File: config.mk
export PLATFORM = sky130hd
export DESIGN_NAME = alu_operand_sel
export DESIGN_NICKNAME = d
export VERILOG_FILES = /design/src/rtl/alu_pkg.sv /design/src/rtl/alu_opsel_skid.sv /design/src/rtl/alu_operand_sel.sv
export SDC_FILE = /design/constraint.sdc
export NUM_CORES = 1
export LEC_CHECK = 0
export BUFFER_PORTS_ARGS = -buffer_cell sky130_fd_sc_hd__buf_2
export CORE_MARGIN = 1.5
export CORE_UTILIZATION = 47
export DETAILED_ROUTE_END_ITERATION = 10
export PLACE_DENSITY = 0.76
export RECOVER_POWER = 100
export SKIP_CTS_REPAIR_TIMING = 1
export SLEW_MARGIN = 15
export SYNTH_ARGS = -nofsm -noshare
export SYNTH_HDL_FRONTEND = slang
export SYNTH_SLANG_ARGS = --single-unit
export TNS_END_PERCENT = 20
File: constraint.sdc
create_clock -name clk -period 2 [get_ports clk]
set_clock_uncertainty 0.2 [all_clocks]
set_input_delay 0.1 -clock clk [delete_from_list [all_inputs] [get_ports clk]]
set_output_delay 0.1 -clock clk [all_outputs]
set_load 0.02 [all_outputs]
File: src/rtl/alu_pkg.sv
// Shared encodings for the ALU operand selector: transform modes and skid states.
package alu_pkg;

    typedef logic [1:0] opsel_mode_t;

    localparam opsel_mode_t OPSEL_PASS = 2'd0;
    localparam opsel_mode_t OPSEL_NOT  = 2'd1;
    localparam opsel_mode_t OPSEL_NEG  = 2'd2;
    localparam opsel_mode_t OPSEL_ZERO = 2'd3;

    typedef enum logic [1:0] {
        SKID_EMPTY = 2'd0,
        SKID_ONE   = 2'd1,
        SKID_TWO   = 2'd2
    } skid_state_t;

endpackage

File: src/rtl/alu_opsel_skid.sv
// Two-entry valid/ready skid register. Both in_ready and out_valid come straight
// from flops, so no combinational path runs from out_ready to in_ready.
module alu_opsel_skid
    import alu_pkg::*;
#(
    parameter int unsigned DW = 33
) (
    input  logic          clk,
    input  logic          reset,
    input  logic          in_valid,
    output logic          in_ready,
    input  logic [DW-1:0] in_data,
    output logic          out_valid,
    input  logic          out_ready,
    output logic [DW-1:0] out_data
);

    skid_state_t   state_q;
    logic          in_ready_q;
    logic          out_valid_q;
    logic [DW-1:0] out_q;
    logic [DW-1:0] skid_q;

    logic accept;
    logic retire;

    assign accept = in_valid && in_ready_q;
    assign retire = out_valid_q && out_ready;

    // Occupancy FSM with output and skid data registers; reset flushes everything.
    always_ff @(posedge clk or posedge reset) begin
        if (reset) begin
            state_q     <= SKID_EMPTY;
            in_ready_q  <= 1'b1;
            out_valid_q <= 1'b0;
            out_q       <= '0;
            skid_q      <= '0;
        end else begin
            case (state_q)
                SKID_EMPTY: begin
                    if (accept) begin
                        out_q       <= in_data;
                        out_valid_q <= 1'b1;
                        state_q     <= SKID_ONE;
                    end
                end
                SKID_ONE: begin
                    if (accept && !retire) begin
                        skid_q     <= in_data;
                        in_ready_q <= 1'b0;
                        state_q    <= SKID_TWO;
                    end else if (accept) begin
                        out_q <= in_data;
                    end else if (retire) begin
                        out_valid_q <= 1'b0;
                        state_q     <= SKID_EMPTY;
                    end
                end
                SKID_TWO: begin
                    if (retire) begin
                        out_q      <= skid_q;
                        in_ready_q <= 1'b1;
                        state_q    <= SKID_ONE;
                    end
                end
                default: begin
                    out_valid_q <= 1'b0;
                    in_ready_q  <= 1'b1;
                    state_q     <= SKID_EMPTY;
                end
            endcase
        end
    end

    assign in_ready  = in_ready_q;
    assign out_valid = out_valid_q;
    assign out_data  = out_q;

endmodule

File: src/rtl/alu_operand_sel.sv
// ALU operand selector: picks one of NUM_IN sources, applies pass/NOT/negate/zero,
// and registers the result behind a two-entry skid buffer.
// Optional: define ALU_OPSEL_PARITY_EN to add the out_parity output.
module alu_operand_sel
    import alu_pkg::*;
#(
    parameter int unsigned WIDTH  = 32,
    parameter int unsigned NUM_IN = 4,
    parameter int unsigned SEL_W  = 2
) (
    input  logic                    clk,
    input  logic                    reset,
    input  logic                    in_valid,
    output logic                    in_ready,
    input  logic [SEL_W-1:0]        sel,
    input  opsel_mode_t             mode,
    input  logic [NUM_IN*WIDTH-1:0] data_in,
    output logic                    out_valid,
    input  logic                    out_ready,
`ifdef ALU_OPSEL_PARITY_EN
    output logic                    out_parity,
`endif
    output logic [WIDTH-1:0]        data_out,
    output logic                    sel_err
);

`ifdef ALU_OPSEL_PARITY_EN
    localparam int unsigned PAR_W = 1;
`else
    localparam int unsigned PAR_W = 0;
`endif
    localparam int unsigned DW = WIDTH + 1 + PAR_W;

    logic [WIDTH-1:0] src_c;
    logic [WIDTH-1:0] xf_c;
    logic             err_c;
    logic [DW-1:0]    pay_in;
    logic [DW-1:0]    pay_out;

    // Source mux; an out-of-range index selects zero.
    always_comb begin
        src_c = '0;
        for (int unsigned i = 0; i < NUM_IN; i++) begin
            if (SEL_W'(i) == sel) begin
                src_c = data_in[i*WIDTH +: WIDTH];
            end
        end
    end

    // Transform and error flag; zero mode masks the range error.
    always_comb begin
        xf_c = '0;
        case (mode)
            OPSEL_PASS: xf_c = src_c;
            OPSEL_NOT:  xf_c = ~src_c;
            OPSEL_NEG:  xf_c = ~src_c + WIDTH'(1);
            default:    xf_c = '0;
        endcase
        err_c = (32'(sel) >= NUM_IN) && (mode != OPSEL_ZERO);
    end

`ifdef ALU_OPSEL_PARITY_EN
    assign pay_in = {^xf_c, err_c, xf_c};
`else
    assign pay_in = {err_c, xf_c};
`endif

    alu_opsel_skid #(
        .DW(DW)
    ) u_skid (
        .clk       (clk),
        .reset     (reset),
        .in_valid  (in_valid),
        .in_ready  (in_ready),
        .in_data   (pay_in),
        .out_valid (out_valid),
        .out_ready (out_ready),
        .out_data  (pay_out)
    );

`ifdef ALU_OPSEL_PARITY_EN
    assign {out_parity, sel_err, data_out} = pay_out;
`else
    assign {sel_err, data_out} = pay_out;
`endif

endmodule
==> metrics.md, run 1 <==
| Metric | Value |
|---|---|
| Final min period | `2.59 ns` |
| Fmax | `386 MHz` |
| Post-Layout Inst Area | `7300 um^2` |
| Synth Flop Type | `dfrtp_1` |
| Power Total | `3.61 mW` |
| Cell type with the largest total area after synthesis | `dfrtp_1` |
| Net count after synthesis | `685` |
| Worst-Margin Slew | `0.725 ns` |
| Setup ws final | `-0.590 ns` |
| Synth warn | `0` |
| Starting Density | `49.1%` |
| Dpl hpwl | `13100 um` |
| Final setup vio count | `54` |
| Initial drt markers | `417` |
| Critical path endpoint category | `flip-flop` |
| Slew Limit Fails | `0` |
| FF-to-FF setup slack | `-0.15 ns` |
| H-tree Lvls | `3` |
| Top-area cell type share of the netlist area | `32.6%` |
| Vias in the first global route | `5330` |
| Hold Path Class | `primary input to flip-flop` |
| Register bit total from synthesis | `68` |
| Period utilization | `129%` |
| WHS Path Cells | `4` |
| Worst skew pair latency | `0.36 ns` |
| Drt total wl | `16900 um` |
| Status | `complete, but fails checks` |
| Mapped cell area | `5140 um^2` |
| Leak Pwr | `3.44 nW` |
| RSZ-0062 raised after global routing | `true` |
| Core ar. | `10500 um^2` |
| GPL Wtd Cong | `1.00` |
| Die W | `108 um` |
| Largest net degree at the start of global routing | `50` |
| P per Cell Area | `495 nW/um^2` |
| Critical Path RT | `2.02 ns` |
| Avg WL per Cell | `17.9 um` |
| Global route overflow | `0` |
| Gate Count Post-Synth | `548` |
| TritonCTS sink count | `68` |
| Remaining antenna violation count | `0` |
| Share of cells above drive strength 1 | `45.2%` |
| Final nets | `940` |
| Gr usage total | `29.0%` |
| Fillers | `857` |
| Hold Slack | `0.000963 ns` |
| Critical Path Fanout Max | `7` |
| Die area | `11600 um^2` |
| Vias per cell | `5.73` |
| Mean Syn Cell Area | `9.38 um^2` |
| Synth cell types | `65` |
| WS Path Type | `primary input to flip-flop` |
| Maximum vdd drop | `0.302 mV` |
| Path depth of the worst reg2reg path | `8` |
| Initial antenna violation count | `0` |
| Failing checks | `negative setup slack` |
| Cell row count | `37` |
| Placed Area | `6740 um^2` |
| Top-level I/O count | `171` |
| Die Ht | `108 um` |
| PortBufs | `169` |
| Post-Place Worst Slack | `-1.22 ns` |
| Clk buf depth | `2` |
| CP Launch Type | `primary input` |
| P&R area growth vs syn | `42.0%` |
| Vias after detailed routing | `5412` |
| Final Core Density | `69.8%` |
| Worst path arrival time | `2.61 ns` |
| EDFF count, synth | `0` |
| TritonCTS buffer count | `9` |
| Root Buffer | `clkbuf_8` |
| TritonCTS clock tree | `yes` |
| Post-route DRC | `0` |
| Slew headroom | `51.6%` |
| TritonRoute pass-1 iters | `6` |
| Final hold violation count | `0` |
| Sequential cell area fraction in the yosys report | `33.1%` |
| Ys async rst share | `100%` |
| First-pass GRT wire length | `26000 um` |
| Clock slew at reported path FFs | `0.08 ns` |
| Synth top area cells | `dfrtp_1, mux4_2, nor2_1` |
| Number of max-cap violations | `0` |
-- state kept, by name (all words and copies together) (netlist names) --
signal,cells
u_skid.in_ready,1
u_skid.out_valid,1
u_skid.out_data,32
u_skid.state_q,2
u_skid.skid_q,32
-- synthesized netlist by cell type (all sizes together) (2+ instances only) --
master,n
or3,8
xnor2,11
o21ai,56
nor3,10
a22oi,5
dfrtp,67
inv,7
a21oi,40
nor2,67
o211ai,2
a211oi,5
nand2,64
mux2i,14
nor4,4
nand3,12
o22ai,7
mux2,13
nand2b,5
o311ai,2
a31oi,8
mux4,33
or2,4
a31o,2
o31ai,2
or4,9
nand3b,3
a41oi,2
a221oi,2
a311oi,2
and3,16
nor2b,2
o21a,3
a21o,7
clkbuf,30
buf,10
-- where the power goes --
part | leakage (nW) | internal [mW] | switching [mW]
clock network | 0.0983 | 0.606 | 0.539
registers | 0.947 | 1.37 | 0
logic | 2.40 | 0.557 | 0.535
-- cells by family (layout without fill, tap and decap cells) --
logic type | after synthesis | in the layout | synth area share (%)
XOR/XNOR | 11 | 11 | 1.87
AO/OA/AOI/OAI | 151 | 151 | 17.6
AND/OR/NAND/NOR | 209 | 209 | 20.2
buffers and inverters | 47 | 307 | 6.28
multiplexers | 60 | 60 | 20.6
flip-flops | 68 | 68 | 33.1
adder cells (fa/ha/maj) | 1 | 1 | 0.243
other | 1 | 2 | 0.0730
-- routing by layer --
metal	vias up	global-route usage [%]	part of all wire, %
li1	2564	-	-
met1	2557	38.4	42
met2	255	48.0	49
met3	36	5.08	6.2
met4	0	10.3	2.8
met5	-	0	0
-- critical path: stages --
cell       delay [ns]
buf_12           0.10
clkbuf_16        0.14
mux4_2           0.51
or4_4            0.60
nand3b_4         0.23
or4_4            0.52
o21ai_1          0.14
o311a_1          0.21
o21ai_1          0.06
-- layout make-up --
type | instances | area (um^2) | area share, %
Multi-Input combinational cell | 433 | 3390 | 46.4
Timing Repair Buffer | 284 | 1810 | 24.8
Sequential cell | 68 | 1700 | 23.3
Tap cell | 136 | 170 | 2.33
Clock buffer | 10 | 138 | 1.89
Clock inverter | 6 | 63.8 | 0.874
Inverter | 7 | 26.3 | 0.360
Antenna cell | 1 | 2.50 | 0.0343
-- final timing paths --
| kind | from | to |
|---|---|---|
| max | sel[0] | u_skid.skid_q[22] |
| min | in_valid | u_skid.state_q[0] |
| max reg2reg | u_skid.in_ready | u_skid.out_data[26] |
| min reg2reg | u_skid.out_data[6] | u_skid.out_data[6] |
| max in group asynchronous | reset | u_skid.skid_q[3] |
| min in group asynchronous | reset | u_skid.out_data[8] |
-- through the flow --
stage | std cells | TNS [ns]
CTS | 928 | -32.60
global placement | 912 | -52.67
finish | 945 | -19.72
global route | 944 | -28.23
detailed placement | 912 | -56.00
floorplan | 548 | -36.06
-- cells in the final DEF (no fill, tap or decap), drive strengths merged, types with 3 or more instances in the layout --
cell type / n
a22oi: 5
a21o: 7
a31oi: 8
nand2b: 5
clkinv: 3
or4: 9
mux4: 33
or2: 4
nand3: 12
inv: 7
nor2: 67
dfrtp: 67
and3: 16
nor4: 4
xnor2: 11
nor3: 10
o22ai: 7
a211oi: 5
nand2: 64
o21ai: 56
mux2i: 14
nand3b: 3
dlygate4sd3: 3
or3: 8
o21a: 3
a21oi: 40
buf: 242
mux2: 13
clkbuf: 49
No activity file was read; power rests on OpenSTA's default activity.
==> run 2: changes to the inputs <==
- RECOVER_POWER: 100 -> not set
==> metrics.md, run 2 (same netlist as run 1, synthesis figures left out) <==
| Metric | Value |
|---|---|
| Multi-input logic area | `3390 um^2` |
| WHS Path Cells | `4` |
| Final setup vio count | `54` |
| Setup ws final | `-0.588 ns` |
| Final hold violation count | `0` |
| Fmax | `386 MHz` |
| TritonRoute pass-1 iters | `5` |
| PortBufs | `169` |
| Worst hold endpoint | `u_skid.state_q[0]` |
| Initial drt markers | `451` |
| Die area | `11600 um^2` |
| GPL Wtd Cong | `1.00` |
| Vias after detailed routing | `5445` |
| Status | `complete, but fails checks` |
| Die W | `108 um` |
| Core ar. | `10500 um^2` |
| CP Launch Type | `primary input` |
| Number of max-cap violations | `0` |
| Initial antenna violation count | `0` |
| Slew Limit Fails | `0` |
| Vias in the first global route | `5330` |
| Hold Path Class | `primary input to flip-flop` |
| Critical Path RT | `2.02 ns` |
| Clk buf depth | `2` |
| TritonCTS clock tree | `yes` |
| Clock slew at reported path FFs | `0.08 ns` |
| Leading cell type in the layout, fill and taps excluded | `buf_2` |
| TritonCTS buffer count | `9` |
| H-tree Lvls | `3` |
| Leak Pwr | `3.61 nW` |
| R2r startpoint | `u_skid.in_ready` |
| Hold Slack | `0.00483 ns` |
| Slowest cell delay on critical path | `0.60 ns` |
| Critical path endpoint category | `flip-flop` |
| Avg WL per Cell | `17.8 um` |
| HP Start | `in_valid` |
| Final Core Density | `70.4%` |
| Post-route DRC | `0` |
| Path depth of the worst reg2reg path | `8` |
| Dpl hpwl | `13100 um` |
| P&R area growth vs syn | `43.3%` |
| TritonCTS sink count | `68` |
| Remaining antenna violation count | `0` |
| WS Path Type | `primary input to flip-flop` |
| Crit-path cells | `buf_12 -> clkbuf_16 -> mux4_2 -> or4_4 -> nand3b_4 -> or4_4 -> o21ai_1 -> o311a_1 -> o21ai_1` |
| Final nets | `940` |
| Failing checks | `negative setup slack` |
| Worst skew pair latency | `0.35 ns` |
| Placed cells | `912` |
| Largest net degree at the start of global routing | `50` |
| Cell row count | `37` |
| Period utilization | `129%` |
| Critical Path Fanout Max | `7` |
| Top-level I/O count | `171` |
| Root Buffer | `clkbuf_8` |
| Final min period | `2.59 ns` |
| Global route overflow | `0` |
| Worst path arrival time | `2.61 ns` |
| Drt total wl | `16900 um` |
| Die Ht | `108 um` |
| Vias per cell | `5.76` |
| Starting Density | `49.1%` |
| FF-to-FF setup slack | `-0.07 ns` |
| Final std cells w/o fill | `945` |
| Seq. cell area | `1700 um^2` |
| First-pass GRT wire length | `26000 um` |
| Slowest stage cell, crit path | `or4_4` |
| Commonest non-fill, non-tap cells in the layout | `buf_2, buf_4, dfrtp_1, nor2_1, nand2_1` |
| P per Cell Area | `490 nW/um^2` |
| RSZ-0062 raised after global routing | `true` |
| Reg2reg end | `u_skid.out_data[26]` |
| Maximum vdd drop | `0.296 mV` |
| Fillers | `828` |
| Share of cells above drive strength 1 | `49.9%` |
| Gr usage total | `29.0%` |
[run 2: how the worst max path moves through the flow]
stage | from | depth (start not counted) | slack (ns) | to
floorplan | sel[0] | 12 | -0.87 | u_skid.out_data[30]
global placement | sel[0] | 11 | -1.19 | u_skid.skid_q[7]
detailed placement | sel[0] | 11 | -1.22 | u_skid.skid_q[7]
CTS | sel[0] | 11 | -0.84 | u_skid.skid_q[7]
global route | sel[0] | 9 | -0.66 | u_skid.out_data[30]
finish | sel[0] | 9 | -0.59 | u_skid.skid_q[22]
[run 2: through the flow]
step | area, um^2 | TNS [ns] | total power, mW | setup WS [ns]
finish | 7360 | -20.03 | 3.61 | -0.588
global route | 7360 | -24.02 | 3.77 | -0.656
CTS | 6940 | -32.60 | 3.51 | -0.843
detailed placement | 6740 | -56.00 | 2.36 | -1.22
global placement | 6740 | -52.67 | 2.34 | -1.19
floorplan | 5220 | -36.06 | 1.95 | -0.869
[run 2: cell type report]
type | count | share of cell area [%]
Clock inverter | 6 | 0.866
Tap cell | 136 | 2.31
Antenna cell | 1 | 0.0340
Timing Repair Buffer | 284 | 25.4
Multi-Input combinational cell | 433 | 46.0
Inverter | 7 | 0.357
Clock buffer | 10 | 1.87
Sequential cell | 68 | 23.1
[run 2: worst max-delay path: cells and delay by family]
family / cells / cell delay [ns]
simple gates: 3 / 1.34
mux: 1 / 0.51
compound gates: 3 / 0.41
buf+inv: 2 / 0.24
[run 2: metal layers]
metal / GRT usage, % / wire (um) / up-vias / share of wire (%)
met1: 38.4 / 7030 / 2594 / 42
met3: 5.08 / 1100 / 41 / 6.5
met4: 10.3 / 480 / 0 / 2.8
met5: 0 / 0 / - / 0
li1: - / - / 2558 / -
met2: 48.0 / 8250 / 252 / 49
[run 2: where the power goes]
group / switching [mW] / leakage [nW] / total (mW) / internal, mW
registers: 0 / 0.947 / 1.37 / 1.37
logic: 0.537 / 2.56 / 1.10 / 0.560
clock network: 0.532 / 0.0983 / 1.14 / 0.606
total: 1.07 / 3.61 / 3.61 / 2.54
